--- src/rtl/dff_meta_pkg.sv ---
// Shared helpers for the dff_meta synchronizer slice.
package dff_meta_pkg;

    // Filter counter width; a width of at least 1 keeps the bypass build legal.
    function automatic int cnt_width(input int filter_clks);
        return (filter_clks < 1) ? 1 : $clog2(filter_clks + 1);
    endfunction

endpackage

--- src/rtl/dff_meta_filter.sv ---
// Single-bit stability filter: q follows s_out only after FILTER_CLKS consecutive differing cycles.
module dff_meta_filter
    import dff_meta_pkg::*;
#(
    parameter int   FILTER_CLKS = 1,
    parameter logic RESET_BIT   = 1'b0
) (
    input  logic clk_i,
    input  logic reset_i,
    input  logic s_out,
    output logic q_o,
    output logic rise_o,
    output logic fall_o
);
    localparam int            CW = cnt_width(FILTER_CLKS);
    localparam logic [CW-1:0] TC = CW'(FILTER_CLKS - 1);

    logic [CW-1:0] cnt;
    logic          next_q;

    always_comb begin
        next_q = q_o;
        if ((s_out != q_o) && (cnt == TC))
            next_q = s_out;
    end

    always_ff @(posedge clk_i or posedge reset_i) begin
        if (reset_i) begin
            cnt    <= '0;
            q_o    <= RESET_BIT;
            rise_o <= 1'b0;
            fall_o <= 1'b0;
        end else begin
            q_o    <= next_q;
            rise_o <= next_q & ~q_o;
            fall_o <= ~next_q & q_o;
            // Any agreement, or a completed count, restarts the stability window.
            if ((s_out == q_o) || (cnt == TC))
                cnt <= '0;
            else
                cnt <= cnt + CW'(1);
        end
    end
endmodule

--- src/rtl/dff_meta.sv ---
// Multi-stage metastability synchronizer with optional per-bit stability filter and edge pulses.
module dff_meta
    import dff_meta_pkg::*;
#(
    parameter int               WIDTH       = 1,
    parameter int               STAGES      = 2,
    parameter logic [WIDTH-1:0] RESET_VALUE = '0,
    parameter int               FILTER_CLKS = 0
) (
    input  logic             reset_i,
    input  logic [WIDTH-1:0] d_i,
    input  logic             clk_i,
    output logic [WIDTH-1:0] q_o,
    output logic [WIDTH-1:0] rise_o,
    output logic [WIDTH-1:0] fall_o
);
    if ((STAGES < 2) || (STAGES > 4)) begin : g_bad_stages
        $error("dff_meta: STAGES must be within 2..4");
    end

    (* shreg_extract = "no", async_reg = "true", dont_retime = "true" *)
    logic [STAGES-1:0][WIDTH-1:0] sync;
    logic [WIDTH-1:0]             s_out;

    always_ff @(posedge clk_i or posedge reset_i) begin
        if (reset_i) begin
            sync <= {STAGES{RESET_VALUE}};
        end else begin
            sync[0] <= d_i;
            for (int n = 1; n < STAGES; n++)
                sync[n] <= sync[n-1];
        end
    end

    assign s_out = sync[STAGES-1];

    if (FILTER_CLKS == 0) begin : g_bypass
        assign q_o = s_out;

        // The stage feeding s_out is exactly the value q_o will show after the next edge.
        always_ff @(posedge clk_i or posedge reset_i) begin
            if (reset_i) begin
                rise_o <= '0;
                fall_o <= '0;
            end else begin
                rise_o <= sync[STAGES-2] & ~s_out;
                fall_o <= ~sync[STAGES-2] & s_out;
            end
        end
    end else begin : g_filter
        for (genvar b = 0; b < WIDTH; b++) begin : g_bit
            dff_meta_filter #(
                .FILTER_CLKS (FILTER_CLKS),
                .RESET_BIT   (RESET_VALUE[b])
            ) u_filter (
                .clk_i   (clk_i),
                .reset_i (reset_i),
                .s_out   (s_out[b]),
                .q_o     (q_o[b]),
                .rise_o  (rise_o[b]),
                .fall_o  (fall_o[b])
            );
        end
    end
endmodule

--- config.mk ---
export PLATFORM = sky130hd
export DESIGN_NAME = dff_meta
export DESIGN_NICKNAME = d
export VERILOG_FILES = /design/src/rtl/dff_meta_pkg.sv /design/src/rtl/dff_meta_filter.sv /design/src/rtl/dff_meta.sv
export SDC_FILE = /design/constraint.sdc
export NUM_CORES = 1
export LEC_CHECK = 0
export CAP_MARGIN = 40
export CORE_AREA = 2 2 39 41
export CTS_CLUSTER_SIZE = 16
export DETAILED_ROUTE_END_ITERATION = 6
export DIE_AREA = 0 0 41 43
export SLEW_MARGIN = 20
export SYNTH_ARGS = -nofsm -noshare
export SYNTH_HDL_FRONTEND = slang
export SYNTH_SLANG_ARGS = --single-unit
--- constraint.sdc ---
create_clock -name clk_i -period 0.9 [get_ports clk_i]
set_clock_uncertainty 0.2 [all_clocks]
set_input_delay 0.18 -clock clk_i [delete_from_list [all_inputs] [get_ports clk_i]]
set_output_delay 0.18 -clock clk_i [all_outputs]
set_load 0.01 [all_outputs]
==> metrics.txt <==
Final setup viols 5; Slew @ Worst Pin 0.147 ns; final wirelength 250 um; Hold Crit Class in -> async; layout cells sized above 1 between 50% and 60%; Final Hold Viols 4; fin crit period 1.12 ns; #FFs+latches synth 4; PD cells 2040 nW/um2; met2 routed WL 137 um; WHS -0.0689 ns; Critical Path RT 0.52 ns; placeable core region around 1400 um2; Cell Rows 14; Syn. warnings 0; critical path type reg -> out; Worst EP arrival roughly 0.74 ns; critical path, cell by cell buf_6; Crit. End Element output port; clock latency on the worst-skew pair 0.23 ns; Max-cap violations 0; Crit path largest cell delay 0.38 ns; Cells after Synth 7; vias per cell 2.64; area delta synth->final 86.3%; largest net degree at the start of global routing 5; CTS Buf Count 3; Slew Viols, Final 0; Met1 Routed Length ~70 um; synthesized net count 10; metal3 WL 43 um; num ports 6; Fillers around 160; family with the most delay on the worst path flip-flops; gr ovfl total 0; Synth cell types 4; root buf cell clkbuf_4; RSZ-0062 raised after global routing yes; Routed Antenna Nets 0; first-pass GRT wire length around 380 um; vias in the first global route 116; multi-input logic area 15.0 um2; Util after Layout 16.0%; CTS H-tree depth 1; diode count 0; Starting Density around 8.6%; first drt pass iteration count 2; Final Cycle Share 124%; startpoint types flip-flop; placed inst area 196 um2; CTS tree done; Die Area between 1500 and 2000 um2; flip-flop and latch area roughly 100 um2; Place WS -0.360 ns; Critical path buffers and inverters 1; clk sinks 4; chip height 43 um; via count 87; Avg Inst Size Synth 17.0 um2; Post-Route Setup TNS -0.891 ns; clock slew at reported path FFs 0.04 ns; Initial DRC Count 1; P_leak 0.110 nW; Worst VDD drop 0.000293 V; final worst setup slack -0.220 ns; GPL Wtd Cong 0.454; drt drc 0; count of buffers from port buffering 5; die width roughly 40 um; DR top layer met3; drt wl/cell around 7.6 um; status complete, but fails checks; initial antenna violation count 0; register area share after synthesis 84.2%; Slew HR 90.2%; Cell Area, Synth 119 um2; failing checks negative hold slack, negative setup slack; final instance area around 220 um2; clk buf depth 2; nets@finish 22; Max Freq 893 MHz; Critical-path top delay cell dfrtp_1; Total GRT Usage 4.42%; crit-path max FO 2
power by group:
part | switching, mW | internal, mW
clock | 0.0707 | 0.149
combinational | 0.0131 | 0.0247
sequential | 0.00413 | 0.190
total | 0.0880 | 0.364
per-layer routing:
metal	global-route usage (%)	up-vias
li1	-	40
met1	1.93	41
met2	5.31	6
met3	4.71	0
met4	8.00	0
met5	0	-
layout make-up:
cell class                      instances  share of cell area (%)
Clock buffer                            3                    10.2
Sequential cell                         4                    45.2
Multi-Input combinational cell          2                    6.78
Inverter                                1                    1.69
Tap cell                               16                    9.04
Timing Repair Buffer                    7                    27.1
worst paths after layout:
check / slack (ns) / from / end / depth (start not counted)
min in group clk_i: 0.19 / sync[0] / q_o / 0
max in group asynchronous: 0.42 / reset_i / q_o / 2
min reg2reg: 0.19 / sync[0] / q_o / 0
max reg2reg: -0.21 / q_o / fall_o / 3
min: -0.07 / reset_i / rise_o / 2
max: -0.22 / q_o / q_o / 1
placed cells by master, fill, tap and decap left out:
cell / instances
buf_4: 1
nor2b_1: 1
dfrtp_1: 4
clkbuf_4: 3
buf_6: 2
buf_2: 2
clkdlybuf4s50_1: 2
and2b_2: 1
inv_1: 1
registers in the layout, summed over array words and instances (netlist names):
signal / count
fall_o: 1
q_o: 1
rise_o: 1
sync: 1
metrics by stage:
| stage | instances | total power [mW] | hold WS [ns] |
|---|---|---|---|
| floorplan | 7 | 0.206 | -0.254 |
| global placement | 29 | 0.232 | 0.165 |
| detailed placement | 29 | 0.234 | 0.170 |
| CTS | 33 | 0.466 | -0.0750 |
| global route | 33 | 0.481 | -0.0655 |
| finish | 33 | 0.452 | -0.0689 |
synth_stat cells:
cell     instances  area share [%]
dfrtp_1          4              84
and2b_2          1             7.4
inv_1            1             3.2
nor2b_1          1             5.3
what timing repair did:
item                                    4_1_cts  5_1_grt
cloned                                        0        0
hold endpoints to repair                      4        4
resized for setup                            13        1
endpoints found under the setup margin        4        5
buffers inserted                              1        0
cells by family after synthesis:
family	after synthesis	synth area share, %
buffers and inverters	1	3.15
flip-flops	4	84.2
AND/OR/NAND/NOR	2	12.6
Note: power is estimated with default switching activity, not from simulation.
